===== src/rtl/netlist_stream_pkg.sv =====
// -----------------------------------------------------------------------------
// netlist_stream_pkg
//   Shared types for the placer netlist-record stream. Both the netlist writer
//   and the degree reader import this package.
//   Contents:
//     net_rec_t  - one (instance, pin, net) connection record plus last flag
//     deg_ent_t  - one per-net degree entry as seen by the net-weighting stage
//     rd_state_t - degree reader FSM encoding
//     sat_inc8   - saturating 8-bit increment used for pin totals
//   Struct field widths follow the default stream widths below.
// -----------------------------------------------------------------------------
package netlist_stream_pkg;

   localparam int unsigned NET_W_DEF  = 4;
   localparam int unsigned INST_W_DEF = 4;
   localparam int unsigned PIN_W_DEF  = 2;
   localparam int unsigned CNT_W_DEF  = 4;

   typedef struct packed {
      logic [INST_W_DEF-1:0] inst;
      logic [PIN_W_DEF-1:0]  pin;
      logic [NET_W_DEF-1:0]  net;
      logic                  last;
   } net_rec_t;

   typedef struct packed {
      logic [NET_W_DEF-1:0] net;
      logic [CNT_W_DEF-1:0] count;
      logic                 dangling;
      logic                 last;
   } deg_ent_t;

   typedef enum logic [1:0] {
      ST_IDLE,
      ST_CLEAR,
      ST_LOAD,
      ST_EMIT
   } rd_state_t;

   function automatic logic [7:0] sat_inc8(input logic [7:0] v);
      return (v == 8'hFF) ? v : v + 8'd1;
   endfunction

endpackage


===== src/rtl/degree_table.sv =====
// -----------------------------------------------------------------------------
// degree_table
//   2**NET_W x CNT_W register file holding per-net pin counts.
//   Ports:
//     clk       in  clock
//     clr_en    in  zero entry clr_addr this cycle (has priority over inc)
//     clr_addr  in  entry to clear
//     inc_en    in  saturating +1 on entry inc_addr
//     inc_addr  in  entry to increment
//     rd_addr   in  asynchronous read address
//     rd_data   out contents of entry rd_addr
//   No reset: contents are undefined until every entry has been cleared.
//   Increments land in the same edge they are requested, so back-to-back
//   increments of one entry both count without any forwarding.
// -----------------------------------------------------------------------------
module degree_table #(
   parameter int unsigned NET_W = 4,
   parameter int unsigned CNT_W = 4
) (
   input  logic             clk,
   input  logic             clr_en,
   input  logic [NET_W-1:0] clr_addr,
   input  logic             inc_en,
   input  logic [NET_W-1:0] inc_addr,
   input  logic [NET_W-1:0] rd_addr,
   output logic [CNT_W-1:0] rd_data
);

   localparam int unsigned DEPTH = 2**NET_W;

   logic [CNT_W-1:0] mem [DEPTH];

   always_ff @(posedge clk) begin
      if (clr_en) begin
         mem[clr_addr] <= '0;
      end else if (inc_en && (mem[inc_addr] != '1)) begin
         mem[inc_addr] <= mem[inc_addr] + 1'b1;
      end
   end

   assign rd_data = mem[rd_addr];

endmodule


===== src/rtl/netlist_degree_reader.sv =====
// -----------------------------------------------------------------------------
// netlist_degree_reader
//   Consumes (instance, pin, net) connection records, builds a per-net pin
//   degree table and streams it out entry by entry, flagging dangling nets.
//   Ports:
//     clk, rst          clock, synchronous active-high reset
//     start             1-cycle pulse, accepted only in IDLE
//     rec_valid/ready   record handshake (ready only in LOAD)
//     rec_inst/pin/net  record fields; inst used only for ordering check
//     rec_last          final record of the netlist
//     deg_valid/ready   degree entry handshake (valid only in EMIT)
//     deg_net/count     entry index and its saturated pin count
//     deg_dangling      entry count is exactly one
//     deg_last          entry for the highest net id
//     total_pins        accepted records, saturating at 255
//     err_sat/err_order sticky error flags, cleared by start
//     done              pulse the cycle after the final entry handshake
// -----------------------------------------------------------------------------
module netlist_degree_reader
   import netlist_stream_pkg::*;
#(
   parameter int unsigned NET_W  = 4,
   parameter int unsigned INST_W = 4,
   parameter int unsigned PIN_W  = 2,
   parameter int unsigned CNT_W  = 4
) (
   input  logic              clk,
   input  logic              rst,
   input  logic              start,
   input  logic              rec_valid,
   output logic              rec_ready,
   input  logic [INST_W-1:0] rec_inst,
   input  logic [PIN_W-1:0]  rec_pin,
   input  logic [NET_W-1:0]  rec_net,
   input  logic              rec_last,
   output logic              deg_valid,
   input  logic              deg_ready,
   output logic [NET_W-1:0]  deg_net,
   output logic [CNT_W-1:0]  deg_count,
   output logic              deg_dangling,
   output logic              deg_last,
   output logic [7:0]        total_pins,
   output logic              err_sat,
   output logic              err_order,
   output logic              done
);

   localparam logic [NET_W-1:0] IDX_MAX = '1;

   rd_state_t         state, state_nxt;
   logic [NET_W-1:0]  idx;
   logic [INST_W-1:0] prev_inst;
   logic              have_prev;
   logic              clr_en;
   logic              accept;
   logic [NET_W-1:0]  rd_addr;
   logic [CNT_W-1:0]  rd_data;

   // Pin index is carried on the stream but not needed for degree counting.
   logic unused_pin;
   assign unused_pin = ^rec_pin;

   assign accept = rec_valid & rec_ready;

   // Single read port: it looks up the incoming net during LOAD (for the
   // saturation check) and the walking index during EMIT.
   assign rd_addr = (state == ST_LOAD) ? rec_net : idx;

   degree_table #(
      .NET_W(NET_W),
      .CNT_W(CNT_W)
   ) u_table (
      .clk      (clk),
      .clr_en   (clr_en),
      .clr_addr (idx),
      .inc_en   (accept),
      .inc_addr (rec_net),
      .rd_addr  (rd_addr),
      .rd_data  (rd_data)
   );

   always_ff @(posedge clk) begin
      if (rst) begin
         state <= ST_IDLE;
      end else begin
         state <= state_nxt;
      end
   end

   always_comb begin
      state_nxt = state;
      rec_ready = 1'b0;
      deg_valid = 1'b0;
      clr_en    = 1'b0;
      unique case (state)
         ST_IDLE: begin
            if (start) state_nxt = ST_CLEAR;
         end
         ST_CLEAR: begin
            clr_en = 1'b1;
            if (idx == IDX_MAX) state_nxt = ST_LOAD;
         end
         ST_LOAD: begin
            rec_ready = 1'b1;
            if (rec_valid && rec_last) state_nxt = ST_EMIT;
         end
         ST_EMIT: begin
            deg_valid = 1'b1;
            if (deg_ready && (idx == IDX_MAX)) state_nxt = ST_IDLE;
         end
      endcase
   end

   // idx wraps from IDX_MAX back to zero at the end of CLEAR and EMIT, so it
   // is already zero when the next phase begins.
   always_ff @(posedge clk) begin
      if (rst) begin
         idx        <= '0;
         prev_inst  <= '0;
         have_prev  <= 1'b0;
         total_pins <= '0;
         err_sat    <= 1'b0;
         err_order  <= 1'b0;
         done       <= 1'b0;
      end else begin
         done <= 1'b0;
         unique case (state)
            ST_IDLE: begin
               if (start) begin
                  idx        <= '0;
                  have_prev  <= 1'b0;
                  total_pins <= '0;
                  err_sat    <= 1'b0;
                  err_order  <= 1'b0;
               end
            end
            ST_CLEAR: begin
               idx <= idx + 1'b1;
            end
            ST_LOAD: begin
               if (accept) begin
                  total_pins <= sat_inc8(total_pins);
                  if (rd_data == '1) err_sat <= 1'b1;
                  if (have_prev && (rec_inst < prev_inst)) err_order <= 1'b1;
                  prev_inst <= rec_inst;
                  have_prev <= 1'b1;
               end
            end
            ST_EMIT: begin
               if (deg_ready) begin
                  idx <= idx + 1'b1;
                  if (idx == IDX_MAX) done <= 1'b1;
               end
            end
         endcase
      end
   end

   assign deg_net      = idx;
   assign deg_count    = deg_valid ? rd_data : '0;
   assign deg_dangling = deg_valid && (rd_data == CNT_W'(1));
   assign deg_last     = deg_valid && (idx == IDX_MAX);

endmodule


===== config.mk =====
export PLATFORM = sky130hd
export DESIGN_NAME = netlist_degree_reader
export DESIGN_NICKNAME = d
export VERILOG_FILES = /design/src/rtl/netlist_stream_pkg.sv /design/src/rtl/degree_table.sv /design/src/rtl/netlist_degree_reader.sv
export SDC_FILE = /design/constraint.sdc
export NUM_CORES = 1
export LEC_CHECK = 0
export BUFFER_PORTS_ARGS = -buffer_cell sky130_fd_sc_hd__buf_2
export CAP_MARGIN = 20
export CORE_MARGIN = 4
export CORE_UTILIZATION = 45
export CTS_BUF_LIST = sky130_fd_sc_hd__clkbuf_8
export DETAILED_ROUTE_END_ITERATION = 6
export GPL_TIMING_DRIVEN = 0
export HOLD_SLACK_MARGIN = 0.1
export PLACE_DENSITY = 0.74
export SYNTH_ARGS = -nofsm -noshare
export SYNTH_HDL_FRONTEND = slang
export SYNTH_SLANG_ARGS = --single-unit

===== constraint.sdc =====
create_clock -name clk -period 3 [get_ports clk]
set_input_delay 0.45 -clock clk [delete_from_list [all_inputs] [get_ports clk]]
set_output_delay 0.45 -clock clk [all_outputs]
set_load 0.02 [all_outputs]

==> results.cfg <==
[status]
status = complete, but fails checks
violations = negative setup slack

[power]
p_total_w = 0.00383
power_density_mw_per_mm2 = 692
power_leakage_nw = 1.90
vdd_ir_drop_max_uv = 330

[layout]
drive_gt1_share_pct = 38.1
fin_nets = 436
n_antenna_cell = 0
synthToLayoutAreaGrowth_pct = 22.3
nFillCells = 760

[drt]
finalWirelength_um = 11700
drtPass1Iterations = 5
ant_nets = 0
num_vias = 3369
vias_per_cell = 6.15
post-route-drc-count = 0
post_drt_wl_per_cell_um = 21.3
first_iter_violations = 459

[place]
place_hpwl_um = 8220
place_worst_setup_slack_ns = -0.760
port_buffers = 33
gp_congestion = 0.972

[worst_hold_path]
min_path_type = in2reg

[timing]
hold_slack_ns = 0.320
skew_ns = 0.00953
fin_crit_sh_pct = 106
min_period_ns = 3.17
hold_viol_final = 0
setup_slack_ns = -0.171
tightest_slew_ns = 0.939
slew_violations = 0
maxSlewHeadroom_pct = 35.8
fmax_ghz = 0.315
rsz0062_at_grt = yes
setup_violations = 5

[grt]
track_usage_pct = 21.1
overflow = 0
grt_pass1_vias = 3337
grt_max_degree = 17
grt_antenna_before_repair = 0
grt_first_pass_wirelength_um = 18400

[synthesis]
synth_cell_types = 51
ys_top_cells_by_area = edfxtp_1 (42%), mux4_2 (16%), dfxtp_1 (9.7%)
synth_area_mm2 = 0.00453
synth_cells = 350
synthArstFlopShare_pct = 0
synth-edff-count = 64
synth_most_common_cell = edfxtp_1
avgSynthCellArea_um2 = 12.9
yosysTopAreaCellShare_pct = 42.4
synth_flop_cell = edfxtp_1
synth_fp_nets = 376
ys_seq_elements = 86
yosysSeqAreaShare_pct = 52.1
post-synth-top-area-cell = edfxtp_1
yosysWarnings = 0
synth_commonest_cells = edfxtp_1 (64), mux4_2 (32), nand2_1 (31)

[die]
initial_core_util_pct = 46.4
die_w_um = 108
fp.dieArea_mm2 = 0.0117
die_h_um = 108
core-area_mm2 = 0.00977
boundaryPins = 39
rows = 36

[clock_network]
clock-sinks = 86
root_buffer = clkbuf_8
cts_tree = built
numCtsBuffers = 9
h-tree-depth = 3
clk_pin_slew_worst_paths_ns = 0.09
clk_latency_ns = 0.37
cts_buffer_depth = 2

[critical_path]
crit_type = reg2out
end_kind = output port
crit_fanout = 8
arrival_ns = 2.72
critPathLaunchType = flop
critPathRequiredTime_ns = 2.55

[flow_run]
drv_cap = 0
==> path summary, 6_finish.rpt <==
path                      start                  to  slack, ns  depth (start not counted)
max                    state[0]        deg_dangling      -0.17                          9
min                         rst          deg_net[2]       0.32                          2
max reg2reg  u_table.mem[10][0]  u_table.mem[15][3]       0.14                          6
min reg2reg        prev_inst[0]        prev_inst[0]       0.46                          2
==> what timing repair did <==
action | in CTS | in global routing
pin swaps | 6 | 10
resized for setup | 46 | 27
setup buffers | 10 | 7
hold buffers | 0 | 0
endpoints found under the setup margin | 118 | 133
==> layer usage <==
metal | global-route usage [%] | wire length, um | vias to the layer above
li1 | - | - | 1492
met3 | 4.42 | 876 | 44
met4 | 9.74 | 455 | 0
met2 | 35.6 | 5800 | 182
met5 | 0 | 0 | -
met1 | 26.1 | 4560 | 1651
==> power breakdown <==
group / internal, W / switching, W / total, W
Sequential: 0.00135 / 0.0000395 / 0.00139
Clock: 0.000394 / 0.000454 / 0.000847
Combinational: 0.000720 / 0.000875 / 0.00159
Total: 0.00247 / 0.00137 / 0.00383
==> final cells by class <==
type,count,area [um^2],share of cell area [%]
clock inverters,7,77.6,1.40
clock buffers,9,124,2.24
multi-input cells,233,2310,41.6
well taps,133,166,3.00
plain buffers,20,134,2.42
repair buffers,50,332,5.98
flip-flops and latches,86,2360,42.7
inverters,10,37.5,0.677
==> sequential cells by signal (all words and copies together) (netlist names) <==
signal,count
deg_net,4
done,1
err_order,1
err_sat,1
have_prev,1
prev_inst,4
state,2
total_pins,8
u_table.mem,64
==> per-stage QoR <==
stage / utilization (%) / instance area [um^2] / cells / TNS [ns]
2_1_floorplan: - / 4590 / 350 / -0.216
3_3_place_gp: 50.3 / 4920 / 516 / -62.39
3_5_place_dp: 50.3 / 4920 / 516 / -75.20
4_1_cts: 55.3 / 5410 / 542 / -0.682
5_1_grt: 56.7 / 5540 / 548 / -0.846
6_report: 56.7 / 5540 / 548 / -0.482
==> placed cells by master, fill, tap and decap left out, types with 4 or more instances in the layout <==
master / instances
buf_6: 10
inv_1: 8
nand2_2: 4
clkbuf_1: 8
nand2b_1: 6
nor3_1: 4
dfxtp_1: 20
and3_1: 4
nor2b_1: 8
buf_4: 17
nand2_1: 26
buf_2: 31
nor2_1: 20
xor2_1: 5
o32ai_4: 4
mux2i_1: 9
nand4_1: 4
edfxtp_1: 64
clkbuf_8: 9
mux4_2: 32
a22oi_2: 6
ha_1: 9
a21oi_1: 13
nand3_1: 14
o22ai_2: 12
==> cell families (layout without fill, tap and decap cells) <==
logic type	after synthesis	count (layout)	share of synthesized area, %
adders and majority gates	10	10	2.76
muxes	46	46	19.4
DFF	86	86	52.1
xor gates and xnor gates	6	6	1.16
buffers and inverters	31	96	3.23
AOI/OAI and AO/OA	59	59	8.78
and+or+nand+nor	112	112	12.6
==> critical path: stages (launching register included) <==
cell and delay, ns:
dfxtp_2 0.34, inv_2 0.07, ha_4 0.18, mux2i_4 0.27, buf_8 0.17, mux4_2 0.55, a22oi_2 0.20, nand2_2 0.13
nor4_4 0.26, buf_4 0.18
Power figures use the tool's default switching activity.
